[src/rtl/prio_decoder_latch_if.sv]
// prio_decoder_latch_if
//  Event/bitmap bundle between the event parser and the held-line decoder.
//  master : drives ev_stb/ev_on/ev_idx/all_off/sustain, observes lines/count/any/changed
//  slave  : the decoder (prio_decoder_latch)
interface prio_decoder_latch_if #(
    parameter int LINES = 128,
    parameter int WIDTH = $clog2(LINES)
) ();
    logic             ev_stb;
    logic             ev_on;
    logic [WIDTH-1:0] ev_idx;
    logic             all_off;
    logic             sustain;
    logic [LINES-1:0] lines;
    logic [WIDTH:0]   count;
    logic             any;
    logic             changed;

    modport master (
        output ev_stb, ev_on, ev_idx, all_off, sustain,
        input  lines, count, any, changed
    );

    modport slave (
        input  ev_stb, ev_on, ev_idx, all_off, sustain,
        output lines, count, any, changed
    );
endinterface

[src/rtl/prio_decoder_latch.sv]
// prio_decoder_latch
//  Turns indexed key events (index + on/off strobe) into a registered held-line
//  bitmap, plus a registered popcount, an any-held flag and a change pulse.
//  Optional feature macro: SUSTAIN_EN (sustain pedal holds released lines).
// Ports
//  clk   : system clock, rising edge
//  rst_n : asynchronous active-low reset
//  bus   : prio_decoder_latch_if.slave
//          in : ev_stb, ev_on, ev_idx, all_off, sustain
//          out: lines (held bitmap), count (popcount), any, changed (1-cycle pulse)
module prio_decoder_latch #(
    parameter int LINES = 128,
    parameter int WIDTH = $clog2(LINES)
) (
    input  logic                  clk,
    input  logic                  rst_n,
    prio_decoder_latch_if.slave   bus
);
    localparam logic [WIDTH:0] LINES_W = LINES[WIDTH:0];

    logic [LINES-1:0] key_q, key_nxt;
    logic [LINES-1:0] lines_q, lines_nxt;
    logic [LINES-1:0] dec;
    logic [WIDTH:0]   cnt_q, cnt_nxt;
    logic             any_q, chg_q;
    logic             idx_ok;

    // Indices past LINES can only occur when LINES is not a power of two.
    assign idx_ok = ({1'b0, bus.ev_idx} < LINES_W);

    always_comb begin
        dec = '0;
        if (idx_ok) dec[bus.ev_idx] = 1'b1;
    end

`ifdef SUSTAIN_EN
    logic [LINES-1:0] sus_q, sus_nxt;
    logic             sus_r, sus_fall, pedal_dn;

    assign sus_fall = sus_r & ~bus.sustain;
    // During the release cycle the pedal counts as up, so an off event
    // in that cycle really drops the line.
    assign pedal_dn = sus_r & bus.sustain;

    always_comb begin
        key_nxt = key_q;
        sus_nxt = sus_fall ? '0 : sus_q;
        if (bus.all_off) begin
            key_nxt = '0;
            sus_nxt = '0;
        end else if (bus.ev_stb && idx_ok) begin
            if (bus.ev_on) begin
                key_nxt = key_q | dec;
                sus_nxt = sus_nxt & ~dec;
            end else begin
                key_nxt = key_q & ~dec;
                // Only a line actually held moves into the sustained set.
                if (pedal_dn) sus_nxt = sus_nxt | (dec & key_q);
            end
        end
        lines_nxt = key_nxt | sus_nxt;
    end

    always_ff @(posedge clk or negedge rst_n) begin
        if (!rst_n) begin
            sus_q <= '0;
            sus_r <= 1'b0;
        end else begin
            sus_q <= sus_nxt;
            sus_r <= bus.sustain;
        end
    end
`else
    logic unused_sustain;
    assign unused_sustain = bus.sustain;

    always_comb begin
        key_nxt = key_q;
        if (bus.all_off)
            key_nxt = '0;
        else if (bus.ev_stb && idx_ok)
            key_nxt = bus.ev_on ? (key_q | dec) : (key_q & ~dec);
        lines_nxt = key_nxt;
    end
`endif

    // Count is taken from the next bitmap so it tracks lines in the same cycle.
    always_comb begin
        cnt_nxt = '0;
        for (int i = 0; i < LINES; i++)
            cnt_nxt = cnt_nxt + {{WIDTH{1'b0}}, lines_nxt[i]};
    end

    always_ff @(posedge clk or negedge rst_n) begin
        if (!rst_n) begin
            key_q   <= '0;
            lines_q <= '0;
            cnt_q   <= '0;
            any_q   <= 1'b0;
            chg_q   <= 1'b0;
        end else begin
            key_q   <= key_nxt;
            lines_q <= lines_nxt;
            cnt_q   <= cnt_nxt;
            any_q   <= (cnt_nxt != '0);
            chg_q   <= (lines_nxt != lines_q);
        end
    end

    assign bus.lines   = lines_q;
    assign bus.count   = cnt_q;
    assign bus.any     = any_q;
    assign bus.changed = chg_q;
endmodule

[src/flat_wrapper.sv]
// flat-port wrapper written by rule: the top's interface ports become plain ports
module prio_decoder_latch_flat 
#(
    parameter int LINES = 128,
    parameter int WIDTH = $clog2(LINES)
)
  (clk, rst_n, bus_ev_stb, bus_ev_on, bus_ev_idx, bus_all_off, bus_sustain, bus_lines, bus_count, bus_any, bus_changed);
  prio_decoder_latch_if #(.LINES(LINES), .WIDTH(WIDTH)) bus_i ();
  input  logic clk;
  input  logic rst_n;
  input wire logic [$bits(bus_i.ev_stb)-1:0] bus_ev_stb;
  input wire logic [$bits(bus_i.ev_on)-1:0] bus_ev_on;
  input wire logic [$bits(bus_i.ev_idx)-1:0] bus_ev_idx;
  input wire logic [$bits(bus_i.all_off)-1:0] bus_all_off;
  input wire logic [$bits(bus_i.sustain)-1:0] bus_sustain;
  output wire logic [$bits(bus_i.lines)-1:0] bus_lines;
  output wire logic [$bits(bus_i.count)-1:0] bus_count;
  output wire logic [$bits(bus_i.any)-1:0] bus_any;
  output wire logic [$bits(bus_i.changed)-1:0] bus_changed;
  assign bus_i.ev_stb = bus_ev_stb;
  assign bus_i.ev_on = bus_ev_on;
  assign bus_i.ev_idx = bus_ev_idx;
  assign bus_i.all_off = bus_all_off;
  assign bus_i.sustain = bus_sustain;
  assign bus_lines = bus_i.lines;
  assign bus_count = bus_i.count;
  assign bus_any = bus_i.any;
  assign bus_changed = bus_i.changed;
  prio_decoder_latch #(.LINES(LINES), .WIDTH(WIDTH)) u_core (.clk(clk), .rst_n(rst_n), .bus(bus_i));
endmodule
[config.mk]
export PLATFORM = sky130hd
export DESIGN_NAME = prio_decoder_latch_flat
export DESIGN_NICKNAME = d
export VERILOG_FILES = /design/src/rtl/prio_decoder_latch_if.sv /design/src/rtl/prio_decoder_latch.sv /design/src/flat_wrapper.sv
export SDC_FILE = /design/constraint.sdc
export NUM_CORES = 1
export LEC_CHECK = 0
export CAP_MARGIN = 40
export CORE_ASPECT_RATIO = 1.75
export CORE_UTILIZATION = 40
export DETAILED_ROUTE_END_ITERATION = 6
export DONT_BUFFER_PORTS = 1
export GPL_TIMING_DRIVEN = 0
export HOLD_SLACK_MARGIN = 0.06
export MAX_ROUTING_LAYER = met4
export PLACE_DENSITY = 0.63
export SYNTH_ARGS = -nofsm -noshare
export SYNTH_HDL_FRONTEND = slang
export SYNTH_SLANG_ARGS = --single-unit
[constraint.sdc]
create_clock -name clk -period 7.21 [get_ports clk]
set_clock_uncertainty 0.1 [all_clocks]
set_input_delay 2.163 -clock clk [delete_from_list [all_inputs] [get_ports clk]]
set_output_delay 2.163 -clock clk [all_outputs]
set_load 0.02 [all_outputs]
==> impl_table.tex, run 1 <==
\begin{tabular}{lr}
\hline
Metric & Value \\
\hline
\multicolumn{2}{l}{\textbf{Clock network}} \\
CTS max path bufs & 2 \\
Hold buffer count at cts & 0 \\
Number of sinks on the clock net & 138 \\
Number of buffers created by CTS & 17 \\
Number of H-tree levels & 4 \\
Root buffer cell & clkbuf\_16 \\
\multicolumn{2}{l}{\textbf{Global route}} \\
Vias in the first global route & 15,400 \\
Pin count of the biggest net entering global routing & 139 \\
All-layer global routing usage & 64.1\% \\
First-pass GRT wire length & 135 mm \\
Aggregate global routing overflow & 5 \\
\multicolumn{2}{l}{\textbf{Synthesis}} \\
Adder and majority cell fraction of the synthesized area & 21.0\% \\
Multiplexer share of the synthesized area & 2.88\% \\
Average cell area after synthesis & 8.96 um\^{}2 \\
Yosys warning count & 0 \\
Primary FF master, synth & dfrtp\_1 \\
Number of nets in the synthesized netlist & 1,550 \\
Share of synthesized area occupied by flip-flops and latches & 27.6\% \\
Total of flip-flops plus latches after synthesis & 138 \\
Fraction of synthesized cell area in xor and xnor cells & 0.350\% \\
Count of flip-flops with a built-in enable after synthesis & 0 \\
Cell area after technology mapping & 12,500 um\^{}2 \\
Share of synthesized registers carrying an async set or reset & 100\% \\
Yosys top cell by area & dfrtp\_1 \\
Combinational family with the most area after synthesis & adder cells \\
Most repeated cell in the gate-level netlist after synthesis & inv\_1 \\
Number of different library cells in the post-synthesis netlist & 88 \\
Top area cells in the synthesized netlist & dfrtp\_1 (28\%), fa\_1 (18\%), inv\_1 (5.5\%) \\
Portion of synthesized cell area occupied by the leading cell type & 27.6\% \\
Count of mapped cells out of synthesis & 1,396 \\
Synthesized-area fraction occupied by ao, oa, aoi and oai cells & 20.2\% \\
Simple-gate share of the synthesized area & 17.7\% \\
Leading cell types by count after synthesis & inv\_1 (182), dfrtp\_1 (138), fa\_1 (115) \\
\multicolumn{2}{l}{\textbf{Floorplanning}} \\
Y dimension of the die & 236 um \\
Count of pins on the block boundary & 151 \\
Row Count & 85 \\
Die Wd & 136 um \\
Initial cell density of the core & 40.7\% \\
\multicolumn{2}{l}{\textbf{Place}} \\
Placed wire-length estimate & 66.6 mm \\
Post-place instance area & 13,500 um\^{}2 \\
Final weighted congestion in routability-driven placement & 1.14 \\
Quantity of I/O buffers inserted on ports & 0 \\
\multicolumn{2}{l}{\textbf{Run status}} \\
Last stage the flow got to & global routing \\
Run status & aborted with a tool error \\
First error message & [ERROR GRT-0116] Global routing finished with congestion. Check the congestion regions in the DRC Viewer. \\
\hline
\end{tabular}
cells by family after synthesis:
kind of cell / after synthesis
AOI/OAI and AO/OA: 393
DFF: 138
xor gates and xnor gates: 5
and+or+nand+nor: 389
adders and majority gates: 141
muxes: 34
buffers and inverters: 296
repair_timing:
| action | 4_1_cts |
|---|---|
| cloned | 1 |
| pin swaps | 54 |
| gates resized for setup | 189 |
| setup buffers | 65 |
| setup endpoints to repair | 9 |
stage by stage:
stage | TNS, ps | setup slack (ps) | util [%] | std cells
CTS | -20910 | -3020 | 49.8 | 1891
global placement | -34150 | -4640 | 43.8 | 1787
floorplan | -19470 | -2820 | - | 1396
detailed placement | -34460 | -4680 | 44.0 | 1797
routing by layer:
layer  track usage, %  overflow
met1             65.6         0
met2             83.4         3
met3             37.4         0
met4             60.7         2
met5                -         -
==> run 2: changes to the inputs <==
--- a/config.mk
+++ b/config.mk
@@ -6,14 +6,11 @@
 export NUM_CORES = 1
 export LEC_CHECK = 0
 export CAP_MARGIN = 40
-export CORE_ASPECT_RATIO = 1.75
-export CORE_UTILIZATION = 40
+export CORE_UTILIZATION = 25
 export DETAILED_ROUTE_END_ITERATION = 6
 export DONT_BUFFER_PORTS = 1
 export GPL_TIMING_DRIVEN = 0
-export HOLD_SLACK_MARGIN = 0.06
-export MAX_ROUTING_LAYER = met4
-export PLACE_DENSITY = 0.63
+export PLACE_DENSITY_LB_ADDON = 0.15
 export SYNTH_ARGS = -nofsm -noshare
 export SYNTH_HDL_FRONTEND = slang
 export SYNTH_SLANG_ARGS = --single-unit
==> constraint.sdc (replaced) <==
create_clock -name clk -period 9.4 [get_ports clk]
set_clock_uncertainty 0.1 [all_clocks]
set_input_delay 2.82 -clock clk [delete_from_list [all_inputs] [get_ports clk]]
set_output_delay 2.82 -clock clk [all_outputs]
set_load 0.02 [all_outputs]
==> impl_table.tex, run 2 <==
\begin{tabular}{lr}
\hline
Metric & Value \\
\hline
\multicolumn{2}{l}{\textbf{STA}} \\
Final worst setup slack & -1490 ps \\
Max transition margin & 36.5\% \\
Peak clock frequency supported by timing & 91.8 MHz \\
Final Hold Fails & 0 \\
Post-layout min period & 10,890 ps \\
Transition time of the tightest slew-check pin & 953 ps \\
Final Max Slew Viols & 0 \\
Final count of negative-setup-slack endpoints & 9 \\
Setup repair after global routing missed its margin & true \\
Period Utilization, post-route & 116\% \\
\multicolumn{2}{l}{\textbf{Synthesis}} \\
Count of flip-flops with a built-in enable after synthesis & 0 \\
Top area cells in the synthesized netlist & dfrtp\_1 (28\%), fa\_1 (18\%), inv\_1 (5.5\%) \\
Average cell area after synthesis & 8.96 um\^{}2 \\
Number of nets in the synthesized netlist & 1,550 \\
Count of mapped cells out of synthesis & 1,396 \\
Portion of synthesized cell area occupied by the leading cell type & 27.6\% \\
Adder and majority cell fraction of the synthesized area & 21.0\% \\
Share of synthesized registers carrying an async set or reset & 100\% \\
Simple-gate share of the synthesized area & 17.7\% \\
Yosys top cell by area & dfrtp\_1 \\
Most repeated cell in the gate-level netlist after synthesis & inv\_1 \\
Number of different library cells in the post-synthesis netlist & 88 \\
Fraction of synthesized cell area in xor and xnor cells & 0.350\% \\
Total of flip-flops plus latches after synthesis & 138 \\
Yosys warning count & 0 \\
Cell area after technology mapping & 12,500 um\^{}2 \\
Leading cell types by count after synthesis & inv\_1 (182), dfrtp\_1 (138), fa\_1 (115) \\
Share of synthesized area occupied by flip-flops and latches & 27.6\% \\
Combinational family with the most area after synthesis & adder cells \\
Multiplexer share of the synthesized area & 2.88\% \\
Primary FF master, synth & dfrtp\_1 \\
Synthesized-area fraction occupied by ao, oa, aoi and oai cells & 20.2\% \\
\multicolumn{2}{l}{\textbf{Pwr}} \\
Power per cell area & 102 nW/um\^{}2 \\
Leak Pwr & 0.00692 uW \\
Largest vdd supply drop & 0.000114 V \\
\multicolumn{2}{l}{\textbf{Cells and area}} \\
Fraction of layout cells with a size suffix above 1 & 25.1\% \\
Layout fillers & 5,179 \\
Relative area change from synthesis to final layout & 28.7\% \\
Most common cell after layout, fill and taps aside & inv\_1 \\
Top reg by flops & u\_core.key\_q \\
Post-route standard cell area excluding fillers & 16,100 um\^{}2 \\
Most used cells in the layout excluding fill and tap cells & inv\_1 (171), dfrtp\_1 (138), fa\_1 (109), nand3\_1 (100), buf\_4 (99) \\
Number of nets in the layout & 1,664 \\
Combined flip-flop and latch cell area & 3450 um\^{}2 \\
Area of the multi-input gates & 8470 um\^{}2 \\
Max FFs per register & 128 \\
\multicolumn{2}{l}{\textbf{Setup path}} \\
Startpoint-to-endpoint class of the critical path & in2reg \\
Startpoint types & primary input \\
Worst reg2reg startpoint & u\_core.key\_q[36] \\
Cell mode on critical path & fa\_1 \\
Slowest-stage cell, CP & fa\_2 \\
Start point of the critical path & bus\_ev\_stb \\
Category of cells accounting for the largest share of critical-path delay & adder cells \\
Critical Path RT & 9660 ps \\
Logic depth of the worst setup path including buffers & 28 \\
CP bufs+invs & 5 \\
Endpoint of the worst register-to-register path & u\_core.bus.any \\
Critical Path Fanout Max & 10 \\
Cell count of the worst reg-to-reg path & 24 \\
Kind of capture point of the worst setup path & flip-flop \\
CP Data Arrival Time & 11,150 ps \\
Slack of the worst reg-to-reg path & 700 ps \\
Critical path's largest stage delay & 590 ps \\
\multicolumn{2}{l}{\textbf{Floorplanning}} \\
Initial cell density of the core & 25.5\% \\
Area inside the core boundary & 49,200 um\^{}2 \\
Die Wd & 226 um \\
Count of pins on the block boundary & 151 \\
Y dimension of the die & 226 um \\
Row Count & 81 \\
Full die area & 50,900 um\^{}2 \\
\multicolumn{2}{l}{\textbf{Run status}} \\
Failing checks & setup timing \\
Run status & finished, violations left \\
\multicolumn{2}{l}{\textbf{Global route}} \\
All-layer global routing usage & 39.4\% \\
Met3 capacity usage during global routing & 11.0\% \\
Initial antenna violation count & 5 \\
Pin count of the biggest net entering global routing & 139 \\
Met1 track utilization from global routing & 49.2\% \\
Most crowded layer after global routing & met2 \\
Vias in the first global route & 13,400 \\
Met2 Track Usage GR & 59.4\% \\
Aggregate global routing overflow & 0 \\
First-pass GRT wire length & 130 mm \\
\multicolumn{2}{l}{\textbf{Clock network}} \\
Insertion delay of the later-clocked pin in the worst-skew pair & 500 ps \\
Number of sinks on the clock net & 138 \\
CTS max path bufs & 2 \\
Hold buffer count at cts & 0 \\
Root buffer cell & clkbuf\_16 \\
TritonCTS clock tree & built \\
Number of buffers created by CTS & 17 \\
Clock-pin slew reported for the worst setup and hold paths after clock tree synthesis & 80 ps \\
Number of H-tree levels & 4 \\
\multicolumn{2}{l}{\textbf{Worst hold path}} \\
Tightest Hold Check Type & reg2reg \\
Hold path cells & 2 \\
Hold Crit Endpoint & u\_core.key\_q[96] \\
Min-Delay Startpoint & u\_core.key\_q[96] \\
\multicolumn{2}{l}{\textbf{Drt}} \\
WL/cell & 44.9 um \\
Routed vias/inst & 6.16 \\
Iteration count of the initial detailed-routing pass & 5 \\
Total number of vias & 13,500 \\
Initial DRC count & 1,646 \\
Number of nets with antenna violations after routing & 0 \\
Routed wire length & 98.4 mm \\
Post-route DRC & 0 \\
\multicolumn{2}{l}{\textbf{Place}} \\
Post-place instance area & 14,000 um\^{}2 \\
DP Worst Slack & -3030 ps \\
Final weighted congestion in routability-driven placement & 1.00 \\
Quantity of I/O buffers inserted on ports & 0 \\
Placed wire-length estimate & 75.4 mm \\
\multicolumn{2}{l}{\textbf{Flow run}} \\
Maximum capacitance violations & 0 \\
\hline
\end{tabular}
-- run 2: worst min-delay path, stage by stage, from the launching register on --
cell and delay [ps]:
dfrtp_1 530, o21ai_2 170, inv_1 80
-- run 2: per-layer routing --
metal,up-vias,share of wire [%]
met5,-,0.013
met4,2,7.5
met3,262,10
met2,953,44
met1,7090,39
li1,5200,-
-- run 2: cell families (layout without fill, tap and decap cells) --
logic type	Yosys count	in the layout
AO/OA/AOI/OAI	393	393
AND/OR/NAND/NOR	389	389
buffers and inverters	296	423
adder cells (fa/ha/maj)	141	141
flip-flops	138	138
multiplexers	34	34
XOR/XNOR	5	5
other	0	4
-- run 2: stage by stage --
stage	total power, uW	util [%]	hold slack [ps]	std cells	TNS (ps)
CTS	1640	32.1	735	2168	-6980
global route	1680	32.7	755	2187	-8720
finish	1640	32.8	708	2191	-7490
detailed placement	843	28.4	729	2078	-20620
global placement	843	28.1	728	2060	-21000
floorplan	744	-	559	1396	-5670
-- run 2: worst max-delay path by stage --
stage                     endpoint  slack, ps
floorplan           u_core.bus.any      -1280
global placement    u_core.bus.any      -3100
detailed placement  u_core.bus.any      -3030
CTS                 u_core.bus.any      -1430
global route        u_core.bus.any      -1640
finish              u_core.bus.any      -1490
-- run 2: cell type report --
type | instances | area share [%]
inverters | 184 | 4.31
clock buffers | 22 | 3.01
flip-flops and latches | 138 | 21.5
plain buffers | 103 | 6.76
repair buffers | 104 | 5.77
diodes | 4 | 0.0622
clock inverters | 10 | 0.863
multi-input cells | 962 | 52.6
well taps | 664 | 5.16
-- run 2: report_power, final --
group,internal (uW),switching [uW]
Combinational,94.0,179
Sequential,599,14.8
Clock,445,312
Total,1140,506
-- run 2: what timing repair did --
item | 4_1_cts | 5_1_grt
cloned | 2 | 2
resized for setup | 179 | 49
pin swaps | 31 | 30
endpoints found under the setup margin | 9 | 9
setup buffers | 64 | 20
Power figures use the tool's default switching activity.
==> run 3: changes to the inputs <==
--- a/config.mk
+++ b/config.mk
@@ -6,7 +6,7 @@
 export NUM_CORES = 1
 export LEC_CHECK = 0
 export CAP_MARGIN = 40
-export CORE_UTILIZATION = 25
+export CORE_UTILIZATION = 40
 export DETAILED_ROUTE_END_ITERATION = 6
 export DONT_BUFFER_PORTS = 1
 export GPL_TIMING_DRIVEN = 0
==> impl_table.tex, run 3 (synthesis gave the netlist of run 2 again) <==
\begin{tabular}{lr}
\hline
Metric & Value \\
\hline
\multicolumn{2}{l}{\textbf{Setup path}} \\
Slack of the worst reg-to-reg path & 700 ps \\
CP Data Arrival Time & 11,220 ps \\
End of the critical path & u\_core.bus.any \\
CP bufs+invs & 8 \\
Category of cells accounting for the largest share of critical-path delay & adder cells \\
Worst reg2reg startpoint & u\_core.key\_q[1] \\
Start point of the critical path & bus\_all\_off \\
Slowest-stage cell, CP & fa\_2 \\
Critical Path Fanout Max & 10 \\
Logic depth of the worst setup path including buffers & 27 \\
Kind of capture point of the worst setup path & flip-flop \\
Critical path's largest stage delay & 750 ps \\
Startpoint-to-endpoint class of the critical path & in2reg \\
Critical Path RT & 9650 ps \\
Cell mode on critical path & fa\_1 \\
Endpoint of the worst register-to-register path & u\_core.bus.any \\
Startpoint types & primary input \\
Cell count of the worst reg-to-reg path & 23 \\
\multicolumn{2}{l}{\textbf{Pwr}} \\
Overall Power & 1550 uW \\
Leak Pwr & 0.00665 uW \\
Combinational power share & 16.2\% \\
Switching portion of total power & 32.8\% \\
Internal power & 1040 uW \\
Power per cell area & 101 nW/um\^{}2 \\
Sw power & 507 uW \\
Sequential group share of total power & 39.7\% \\
Largest vdd supply drop & 0.0000948 V \\
Power share of the clock group & 44.1\% \\
\multicolumn{2}{l}{\textbf{Cells and area}} \\
Max FFs per register & 128 \\
Fraction of layout cells with a size suffix above 1 & 23.0\% \\
Relative area change from synthesis to final layout & 22.2\% \\
Top reg by flops & u\_core.key\_q \\
Final Util & 49.9\% \\
Combined flip-flop and latch cell area & 3450 um\^{}2 \\
Most used cells in the layout excluding fill and tap cells & inv\_1 (177), dfrtp\_1 (138), fa\_1 (110), nand3\_1 (100), o21ai\_0 (87) \\
Most common cell after layout, fill and taps aside & inv\_1 \\
Layout fillers & 2,853 \\
Area of the multi-input gates & 8400 um\^{}2 \\
Number of nets in the layout & 1,634 \\
\multicolumn{2}{l}{\textbf{STA}} \\
Sum Neg Setup Slack & -8450 ps \\
Peak clock frequency supported by timing & 91.1 MHz \\
Final Max Slew Viols & 0 \\
Post-layout min period & 10,980 ps \\
Setup repair after global routing missed its margin & true \\
Transition time of the tightest slew-check pin & 883 ps \\
Max transition margin & 41.2\% \\
Final worst setup slack & -1580 ps \\
Final Hold Fails & 0 \\
Final hold slack & 683 ps \\
Final count of negative-setup-slack endpoints & 9 \\
Period Utilization, post-route & 117\% \\
\multicolumn{2}{l}{\textbf{Clock network}} \\
Number of buffers created by CTS & 17 \\
Hold buffer count at cts & 0 \\
Clock-pin slew reported for the worst setup and hold paths after clock tree synthesis & 80 ps \\
Number of H-tree levels & 4 \\
Number of sinks on the clock net & 138 \\
CTS max path bufs & 2 \\
TritonCTS clock tree & built \\
Root buffer cell & clkbuf\_16 \\
Insertion delay of the later-clocked pin in the worst-skew pair & 470 ps \\
\multicolumn{2}{l}{\textbf{Drt}} \\
Iteration count of the initial detailed-routing pass & 7 \\
Total number of vias & 14,000 \\
Number of nets with antenna violations after routing & 0 \\
Routed wire length & 84.9 mm \\
Post-route DRC & 25 \\
Routed vias/inst & 7.41 \\
WL/cell & 44.8 um \\
Initial DRC count & 2,576 \\
\multicolumn{2}{l}{\textbf{Place}} \\
Placed wire-length estimate & 62.9 mm \\
Quantity of I/O buffers inserted on ports & 0 \\
DP Worst Slack & -2700 ps \\
Final weighted congestion in routability-driven placement & 1.10 \\
\multicolumn{2}{l}{\textbf{Run status}} \\
Failing checks & DRC, setup timing \\
Run status & finished, violations left \\
\multicolumn{2}{l}{\textbf{Global route}} \\
Initial antenna violation count & 7 \\
Aggregate global routing overflow & 0 \\
First-pass GRT wire length & 114 mm \\
Vias in the first global route & 13,600 \\
Pin count of the biggest net entering global routing & 139 \\
All-layer global routing usage & 54.4\% \\
\multicolumn{2}{l}{\textbf{Worst hold path}} \\
Tightest Hold Check Type & reg2reg \\
\multicolumn{2}{l}{\textbf{Floorplanning}} \\
Y dimension of the die & 179 um \\
Area inside the core boundary & 30,700 um\^{}2 \\
Row Count & 64 \\
Initial cell density of the core & 40.8\% \\
Full die area & 32,000 um\^{}2 \\
Count of pins on the block boundary & 151 \\
Die Wd & 179 um \\
\multicolumn{2}{l}{\textbf{Flow run}} \\
Maximum capacitance violations & 0 \\
\hline
\end{tabular}
[run 3: how the worst min path moves through the flow]
stage,start,endpoint,cells past startpoint
finish,u_core.key_q[96],u_core.key_q[96],2
global placement,u_core.key_q[56],u_core.key_q[56],2
CTS,u_core.key_q[96],u_core.key_q[96],2
global route,u_core.key_q[96],u_core.key_q[96],2
detailed placement,u_core.key_q[96],u_core.key_q[96],2
floorplan,u_core.key_q[0],u_core.key_q[0],2
[run 3: power by group through the flow]
| stage | logic (uW) | clock network [uW] | registers [uW] |
|---|---|---|---|
| 6_report | 251 | 682 | 614 |
| 5_1_grt | 252 | 693 | 614 |
| 4_1_cts | 227 | 670 | 613 |
| 3_5_place_dp | 200 | 0 | 624 |
| 3_3_place_gp | 200 | 0 | 624 |
| 2_1_floorplan | 124 | 0 | 620 |
[run 3: what timing repair did]
item	CTS	global route
buffers inserted	45	14
cloned	1	1
pin swaps	26	23
setup endpoints to repair	9	9
gates resized for setup	142	53
[run 3: final cells by class]
| type | instances | area share (%) |
|---|---|---|
| multi-input cells | 962 | 55.0 |
| flip-flops and latches | 138 | 22.6 |
| plain buffers | 107 | 6.86 |
| inverters | 184 | 4.53 |
| repair buffers | 70 | 4.03 |
| well taps | 396 | 3.24 |
| clock buffers | 18 | 2.87 |
| clock inverters | 14 | 0.867 |
| diodes | 4 | 0.0655 |
[run 3: worst reg2reg max path: cells and delay by family, from the launching register on]
| kind | cells | cell delay, ps |
|---|---|---|
| xor+xnor | 1 | 100 |
| fa+ha+maj | 12 | 5570 |
| simple gates | 2 | 670 |
| flops | 1 | 880 |
| buf+inv | 2 | 110 |
| compound gates | 6 | 1150 |
[run 3: metrics by stage]
stage / instances / area (um^2)
floorplan: 1396 / 13000
global placement: 1792 / 13500
detailed placement: 1800 / 13500
CTS: 1874 / 15000
global route: 1890 / 15300
finish: 1893 / 15300
[run 3: routing by layer]
metal / share of wire, % / routed length, um / vias to the layer above / global-route usage (%)
met3: 15 / 12700 / 520 / 25.4
met1: 34 / 28700 / 6850 / 62.7
met5: 0.082 / 70 / - / 0
met4: 12 / 9850 / 10 / 48.2
met2: 39 / 33500 / 1494 / 74.8
li1: - / - / 5150 / -
